--- src/rtl/alu_share_pkg.sv ---
// Shared types and default widths for the two-requester ALU sharing controller.
package alu_share_pkg;

  localparam int unsigned DW_DEF  = 4;
  localparam int unsigned OPW_DEF = 4;

  typedef enum logic [1:0] {
    IDLE = 2'd0,
    EXEC = 2'd1,
    RESP = 2'd2
  } state_e;

endpackage

--- src/rtl/alu_share_arb.sv ---
// Grant logic for the two requesters: round-robin when ALU_SHARE_RR_EN is defined,
// otherwise fixed priority with requester 0 winning contention.
module alu_share_arb (
  input  logic       clk,
  input  logic       rst_n,
  input  logic       accept_i,
  input  logic [1:0] valid_i,
  output logic [1:0] grant_o
);

`ifdef ALU_SHARE_RR_EN
  // ptr_q holds the index of the requester served by the last accept
  logic ptr_q;
  logic ptr_d;

  // One-hot grant: contention goes to the requester not served last
  always_comb begin
    grant_o = 2'b00;
    case (valid_i)
      2'b01:   grant_o = 2'b01;
      2'b10:   grant_o = 2'b10;
      2'b11:   grant_o = ptr_q ? 2'b01 : 2'b10;
      default: grant_o = 2'b00;
    endcase
  end

  // Pointer moves only when a grant is actually accepted
  always_comb begin
    ptr_d = ptr_q;
    if (accept_i) begin
      ptr_d = grant_o[1];
    end else begin
      ptr_d = ptr_q;
    end
  end

  // Pointer register; reset value makes requester 0 win first contention
  always_ff @(posedge clk or negedge rst_n) begin
    if (!rst_n) begin
      ptr_q <= 1'b1;
    end else begin
      ptr_q <= ptr_d;
    end
  end
`else
  logic unused_s;
  assign unused_s = &{1'b0, clk, rst_n, accept_i};

  // Fixed priority: requester 0 always wins
  always_comb begin
    grant_o = 2'b00;
    if (valid_i[0]) begin
      grant_o = 2'b01;
    end else if (valid_i[1]) begin
      grant_o = 2'b10;
    end else begin
      grant_o = 2'b00;
    end
  end
`endif

endmodule

--- src/rtl/alu_share_ctrl.sv ---
// Two requesters share one external combinational ALU: IDLE accepts, EXEC lets the
// ALU settle, RESP captures nothing new and pulses rspN_valid on the way back to IDLE.
// Arbitration mode selected by macro ALU_SHARE_RR_EN (see alu_share_arb).
module alu_share_ctrl
  import alu_share_pkg::*;
#(
  parameter int unsigned DW  = DW_DEF,
  parameter int unsigned OPW = OPW_DEF
) (
  input  logic           clk,
  input  logic           rst_n,
  input  logic           req0_valid,
  input  logic           req1_valid,
  output logic           req0_ready,
  output logic           req1_ready,
  input  logic [OPW-1:0] req0_op,
  input  logic [OPW-1:0] req1_op,
  input  logic [DW-1:0]  req0_a,
  input  logic [DW-1:0]  req0_b,
  input  logic [DW-1:0]  req1_a,
  input  logic [DW-1:0]  req1_b,
  output logic           rsp0_valid,
  output logic           rsp1_valid,
  output logic [DW:0]    rsp0_data,
  output logic [DW:0]    rsp1_data,
  output logic [OPW-1:0] alu_st,
  output logic [DW-1:0]  alu_a,
  output logic [DW-1:0]  alu_b,
  input  logic [DW:0]    alu_out,
  output logic           busy
);

  state_e         state_q;
  logic [1:0]     gnt_q;
  logic [1:0]     rsp_valid_q;
  logic [DW:0]    rsp0_data_q;
  logic [DW:0]    rsp1_data_q;
  logic [OPW-1:0] alu_st_q;
  logic [DW-1:0]  alu_a_q;
  logic [DW-1:0]  alu_b_q;

  logic [1:0]     grant_s;
  logic [1:0]     ready_s;
  logic           accept_s;

  alu_share_arb u_arb (
    .clk      (clk),
    .rst_n    (rst_n),
    .accept_i (accept_s),
    .valid_i  ({req1_valid, req0_valid}),
    .grant_o  (grant_s)
  );

  // Ready only in IDLE; valids seen in EXEC/RESP are ignored
  always_comb begin
    ready_s = 2'b00;
    if (state_q == IDLE) begin
      ready_s = grant_s & {req1_valid, req0_valid};
    end else begin
      ready_s = 2'b00;
    end
  end

  assign accept_s = |ready_s;

  // Transaction FSM with its registered outputs
  always_ff @(posedge clk or negedge rst_n) begin
    if (!rst_n) begin
      state_q     <= IDLE;
      gnt_q       <= 2'b00;
      rsp_valid_q <= 2'b00;
      rsp0_data_q <= {(DW+1){1'b0}};
      rsp1_data_q <= {(DW+1){1'b0}};
      alu_st_q    <= {OPW{1'b0}};
      alu_a_q     <= {DW{1'b0}};
      alu_b_q     <= {DW{1'b0}};
    end else begin
      rsp_valid_q <= 2'b00;
      case (state_q)
        IDLE: begin
          if (accept_s) begin
            state_q  <= EXEC;
            gnt_q    <= ready_s;
            alu_st_q <= ready_s[1] ? req1_op : req0_op;
            alu_a_q  <= ready_s[1] ? req1_a  : req0_a;
            alu_b_q  <= ready_s[1] ? req1_b  : req0_b;
          end else begin
            state_q  <= IDLE;
          end
        end
        EXEC: begin
          state_q <= RESP;
          if (gnt_q[0]) begin
            rsp0_data_q <= alu_out;
          end
          if (gnt_q[1]) begin
            rsp1_data_q <= alu_out;
          end
        end
        RESP: begin
          state_q     <= IDLE;
          rsp_valid_q <= gnt_q;
        end
        default: begin
          state_q <= IDLE;
        end
      endcase
    end
  end

  assign req0_ready = ready_s[0];
  assign req1_ready = ready_s[1];
  assign rsp0_valid = rsp_valid_q[0];
  assign rsp1_valid = rsp_valid_q[1];
  assign rsp0_data  = rsp0_data_q;
  assign rsp1_data  = rsp1_data_q;
  assign alu_st     = alu_st_q;
  assign alu_a      = alu_a_q;
  assign alu_b      = alu_b_q;
  assign busy       = (state_q != IDLE);

endmodule

--- config.mk ---
export PLATFORM = sky130hd
export DESIGN_NAME = alu_share_ctrl
export DESIGN_NICKNAME = d
export VERILOG_FILES = /design/src/rtl/alu_share_pkg.sv /design/src/rtl/alu_share_arb.sv /design/src/rtl/alu_share_ctrl.sv
export SDC_FILE = /design/constraint.sdc
export NUM_CORES = 1
export LEC_CHECK = 0
export ABC_AREA = 1
export CAP_MARGIN = 25
export CORE_MARGIN = 5
export CORE_UTILIZATION = 40
export CTS_BUF_LIST = sky130_fd_sc_hd__clkbuf_8
export CTS_CLUSTER_DIAMETER = 200
export DETAILED_ROUTE_END_ITERATION = 10
export GPL_TIMING_DRIVEN = 0
export PLACE_DENSITY = 0.74
export SYNTH_ARGS = -nofsm -noshare
export SYNTH_HDL_FRONTEND = slang
export SYNTH_SLANG_ARGS = --single-unit
--- constraint.sdc ---
create_clock -name clk -period 2.4 [get_ports clk]
set_input_delay 0.36 -clock clk [delete_from_list [all_inputs] [get_ports clk]]
set_output_delay 0.36 -clock clk [all_outputs]
set_load 0.02 [all_outputs]
==> results of run 1 <==
## final cells by class
class | count | area share (%)
buffer | 4 | 2.37
clock buffer | 3 | 1.95
clock inverter | 1 | 1.42
inverter | 38 | 6.98
multi-input combinational | 93 | 22.3
sequential | 28 | 33.1
tap | 46 | 2.72
timing repair buffer | 60 | 29.2
## final timing paths
check	depth (start not counted)	from	slack, ns	endpoint
max in group asynchronous	2	rst_n	1.47	rsp0_data[4]
worst min register to register	2	alu_a[3]	0.49	alu_a[3]
min in group clk	2	alu_a[3]	0.49	alu_a[3]
worst max-delay path	4	state_q[0]	0.26	req0_ready
worst min-delay path	1	rst_n	0.45	rsp_valid_q[1]
worst max register to register	7	state_q[0]	1.14	alu_st[2]
## layer usage
| layer | share of wire [%] | wire (µm) |
|---|---|---|
| met1 | 42 | 1280 |
| met5 | 0 | 0 |
| met3 | 8.6 | 263 |
| met2 | 49 | 1500 |
| met4 | 0.59 | 18 |
## flip-flops by register name, indices dropped and copies added, names as in the netlist
signal,cells
alu_a,4
alu_st,4
alu_b,4
state_q,2
gnt_q,2
rsp0_data,5
rsp_valid_q,2
rsp1_data,5
## stage by stage
stage	instance area [µm²]	TNS [ns]
2_1_floorplan	1370	0
3_3_place_gp	2020	0
3_5_place_dp	2050	-0.00297
4_1_cts	2120	0
5_1_grt	2120	0
6_report	2120	0
## power by group
part | internal, W | switching (W)
clock | 0.000223 | 0.000146
combinational | 0.000601 | 0.000704
sequential | 0.000683 | 0.000126
## cell families after synthesis
group | count (synthesis) | synth area share [%]
buffers and inverters | 42 | 14.4
AND/OR/NAND/NOR | 81 | 30.0
flip-flops | 28 | 51.1
AO/OA/AOI/OAI | 12 | 4.38
## repair_timing
item | 4_1_cts | 5_1_grt
setup buffers | 0 | 0
setup endpoints to repair | 1 | 0
resized for setup | 1 | 0
## cell usage in the layout (no fill, tap or decap), drive strengths merged
cell type,count
nand2,61
bufinv,1
inv,38
clkdlybuf4s50,58
a21oi,1
nor2,5
clkbuf,3
nor3,2
buf,5
dlygate4sd2,1
dfrtp,28
nand3,13
o21ai,11
==> run_results.csv, run 1 <==
group,metric,value,unit
die,design.die.area,4700,µm²
route,wirelength,3.06,mm
route,drc_errors,0,
global_routing,grt_remaining_overflow,0,
power_and_ir_drop,leakage,1.12,nW
die,initial_core_util,41.1,%
synth,syn_area,1370,µm²
die,rows,21,
clocking,cts.sinks,28,
worst_setup_path,cp.arrival,1.78,ns
route,drtAntennaViolNets,0,
global_routing,grt_pass1_wl,5.06,mm
global_routing,gr-max-usage-layer,"met2",
synth,synth_most_common_cell,"nand2_1",
run_status,status,"finished, final reports clean",
placed_design,dp_cells,269,
die,die_h,68.5,µm
route,dr_total_vias,1178,
sta,fin_crit,2.14,ns
sta,hold_slack,0.453,ns
synth,synth_seq_cells,28,
global_routing,grt_use_met3,4.05,%
hold_path,hold_path_class,"input pin to async pin",
final_layout,syn_to_final_growth,54.4,%
final_layout,antenna_cells,0,
global_routing,use_met2,25.7,%
global_routing,grt_use_total,14.6,%
route,drt_iter0_drc,55,
placed_design,gp_congestion,0.774,
route,drtPass1Iterations,4,
job,maxCapViolations,0,
worst_setup_path,cp.buffers_inverters,2,
synth,synth_ff_type,"dfrtp_1",
sta,setup_ws,0.260,ns
power_and_ir_drop,peakVddDrop,738,µV
final_layout,drive_gt1_share,12.8,%
clocking,clkTransAtPathRegs,0.09,ns
final_layout,fillers,311,
global_routing,first_global_vias,1126,
synth,ys_seq_area_share,51.1,%
worst_setup_path,crit_path_start_kind,"flip-flop",
synth,syn_nets,196,
sta,slew_headroom,61.1,%
global_routing,grt_max_degree,19,
synth,ys_warn_count,0,
synth,synth_edf_count,0,
sta,fin_crit_sh,89.2,%
global_routing,antenna_found_initial,0,
synth,netlist_instances,163,
worst_setup_path,critical_path_class,"flip-flop to primary output",
sta,hold_viol_final,0,
placed_design,pre_cts_ws,-0.00297,ns
sta,fin_skew,0.00605,ns
synth,synth_top_area_cell,"dfrtp_1",
die,die_width,68.5,µm
synth,synthTopCellsByCount,"56 x nand2_1, 35 x inv_1, 28 x dfrtp_1, 10 x o21ai_0, 9 x nand3_2",
route,route.detailed.wl_per_inst,11.2,µm
clocking,clockBufferDepth,2,
clocking,cts_hold_buffers,0,
die,core,3340,µm²
worst_setup_path,path_cells,"nor2_4, nand2_1, inv_1, clkdlybuf4s50_1",
final_layout,instances_no_fill,273,
synth,synth_top_cells_by_area,"dfrtp_1 51%, nand2_1 15%, inv_1 9.6%",
synth,synth-async-reset-ratio,100,%
clocking,clk_latency,0.27,ns
route,vias_per_cell,4.32,
die,pin_count,60,
worst_setup_path,crit_family,"buffers and inverters",
sta,setup_viol,0,
worst_setup_path,critPathMaxStageDelay,0.61,ns
final_layout,multi_input_area,472,µm²
clocking,cts_tree,"done",
synth,synth_top_cell_area_share,51.1,%
power_and_ir_drop,power_density,1170,nW/µm²
placed_design,dp_hpwl,2.40,mm
clocking,cts-root-buf,"clkbuf_8",
final_layout,final_core_util,63.4,%
sta,rsz0062_at_grt,"false",
final_layout,nNetsFinal,261,
clocking,h-tree-depth,1,
worst_setup_path,crit_required,2.04,ns
worst_setup_path,path_max_fanout,4,
worst_setup_path,critPathCaptureType,"primary output",
clocking,cts_buffers,3,
final_layout,seqCellArea,701,µm²
placed_design,io_buffers,59,
synth,ys_types,18,
global_routing,use_met1,17.8,%
sta,clock.fmax,467,MHz
power_and_ir_drop,total_power,0.00248,W
worst_setup_path,slowest_stage,"clkdlybuf4s50_1",
sta,slew_viol_final,0,
synth,syn_avg_cell_area,8.41,µm²
sta,worst_pin_slew,0.582,ns
Note: power is estimated with default switching activity, not from simulation.
==> inputs of run 2 (changes only) <==
--- a/config.mk
+++ b/config.mk
@@ -12,7 +12,6 @@
 export CTS_BUF_LIST = sky130_fd_sc_hd__clkbuf_8
 export CTS_CLUSTER_DIAMETER = 200
 export DETAILED_ROUTE_END_ITERATION = 10
-export GPL_TIMING_DRIVEN = 0
 export PLACE_DENSITY = 0.74
 export SYNTH_ARGS = -nofsm -noshare
 export SYNTH_HDL_FRONTEND = slang
==> run_results.csv, run 2 (same netlist as run 1, synthesis figures left out) <==
group,metric,value,unit
run_status,status,"finished, final reports clean",
die,die_width,68.5,µm
clocking,cts.sinks,28,
global_routing,grt_pass1_wl,5.26,mm
power_and_ir_drop,peakVddDrop,493,µV
worst_setup_path,crit_family,"buffers and inverters",
global_routing,grt_remaining_overflow,0,
sta,hold_viol_final,0,
clocking,cts_tree,"done",
die,pin_count,60,
clocking,cts_hold_buffers,0,
placed_design,io_buffers,59,
global_routing,first_global_vias,1189,
route,route.detailed.wl_per_inst,11.6,µm
route,drtPass1Iterations,4,
worst_setup_path,crit_required,2.04,ns
clocking,clockBufferDepth,2,
power_and_ir_drop,power_density,1180,nW/µm²
worst_setup_path,cp.arrival,1.78,ns
clocking,cts_resized,0,
sta,fin_crit_sh,89.1,%
final_layout,final_core_util,61.8,%
die,design.die.area,4700,µm²
route,dr_total_vias,1182,
route,vias_per_cell,4.36,
power_and_ir_drop,total_power,0.00243,W
final_layout,drive_gt1_share,12.0,%
sta,slew_headroom,76.1,%
power_and_ir_drop,leakage,1.09,nW
final_layout,layout_commonest_cell,"clkdlybuf4s50_1",
route,drc_errors,0,
clocking,clk_latency,0.27,ns
hold_path,hold_path_class,"input pin to async pin",
sta,setup_viol,0,
sta,fin_crit,2.14,ns
final_layout,syn_to_final_growth,50.5,%
sta,fin_skew,0.00733,ns
sta,clock.fmax,468,MHz
worst_setup_path,critPathMaxStageDelay,0.60,ns
die,die_h,68.5,µm
worst_setup_path,ff2ff_setup_slack,1.02,ns
route,wirelength,3.14,mm
placed_design,pre_cts_ws,0.247,ns
sta,worst_pin_slew,0.359,ns
sta,setup_ws,0.262,ns
die,rows,21,
worst_setup_path,path_cells,"clkdlybuf4s50_1, inv_1, nor2_1, nand2_2, inv_2, clkdlybuf4s50_1",
worst_setup_path,cp.buffers_inverters,4,
placed_design,gp_congestion,0.713,
route,drt_iter0_drc,51,
global_routing,antenna_found_initial,0,
sta,tns,0,ns
sta,slew_viol_final,0,
global_routing,grt_use_total,14.7,%
worst_setup_path,path_max_fanout,2,
final_layout,antenna_cells,0,
final_layout,nNetsFinal,259,
final_layout,final_cell_mix,"59 x clkdlybuf4s50_1, 56 x nand2_1, 35 x inv_1",
clocking,post_cts_buffers,0,
job,maxCapViolations,0,
sta,hold_slack,0.453,ns
placed_design,dp_hpwl,2.41,mm
die,initial_core_util,41.1,%
route,drtAntennaViolNets,0,
global_routing,grt_max_degree,29,
die,core,3340,µm²
clocking,cts-root-buf,"clkbuf_8",
sta,rsz0062_at_grt,"false",
clocking,clkTransAtPathRegs,0.10,ns
worst_setup_path,slowest_stage,"clkdlybuf4s50_1",
worst_setup_path,cpMostUsedCell,"clkdlybuf4s50_1",
worst_setup_path,crit_path_start_kind,"input pin",
clocking,cts_buffers,3,
worst_setup_path,critical_path_class,"input pin to primary output",
worst_setup_path,critPathCaptureType,"primary output",
clocking,h-tree-depth,1,
## run 2: metal layers
metal | global-route usage (%) | routed length (µm) | up-vias
li1 | - | - | 604
met1 | 18.3 | 1330 | 540
met2 | 27.1 | 1570 | 36
met3 | 2.43 | 216 | 2
met4 | 2.23 | 13 | 0
met5 | 0 | 0 | -
## run 2: through the flow
| stage | instances | area [µm²] |
|---|---|---|
| after floorplan | 163 | 1370 |
| after global placement | 267 | 1990 |
| after detailed placement | 267 | 1990 |
| after CTS | 271 | 2060 |
| after global routing | 271 | 2060 |
| final | 271 | 2060 |
## run 2: power by group
group	total [W]	switching, W	internal [W]
sequential	0.000809	0.000126	0.000683
clock	0.000367	0.000144	0.000223
combinational	0.00126	0.000705	0.000551
## run 2: path summary, 6_finish.rpt
check	start	to	depth (start not counted)
worst max-delay path	req1_valid	req1_ready	6
min in group clk	alu_b[0]	alu_b[0]	2
worst max register to register	state_q[0]	alu_st[1]	6
max in group asynchronous	rst_n	rsp0_data[1]	2
worst min-delay path	rst_n	rsp_valid_q[0]	2
worst min register to register	alu_b[0]	alu_b[0]	2
## run 2: worst register-to-register path: cells and delay by family (launching register included)
family                 cells  cell delay (ns)
DFF                        1             0.45
buffers and inverters      2             0.21
and+or+nand+nor            4             0.64
## run 2: final cells by class
| cell class | count | area [µm²] |
|---|---|---|
| fill | 310 | 1270 |
| sequential | 28 | 701 |
| timing repair buffer | 62 | 613 |
| multi-input combinational | 93 | 472 |
| inverter | 38 | 148 |
| tap | 46 | 57.6 |
| clock buffer | 3 | 41.3 |
| clock inverter | 1 | 30.0 |
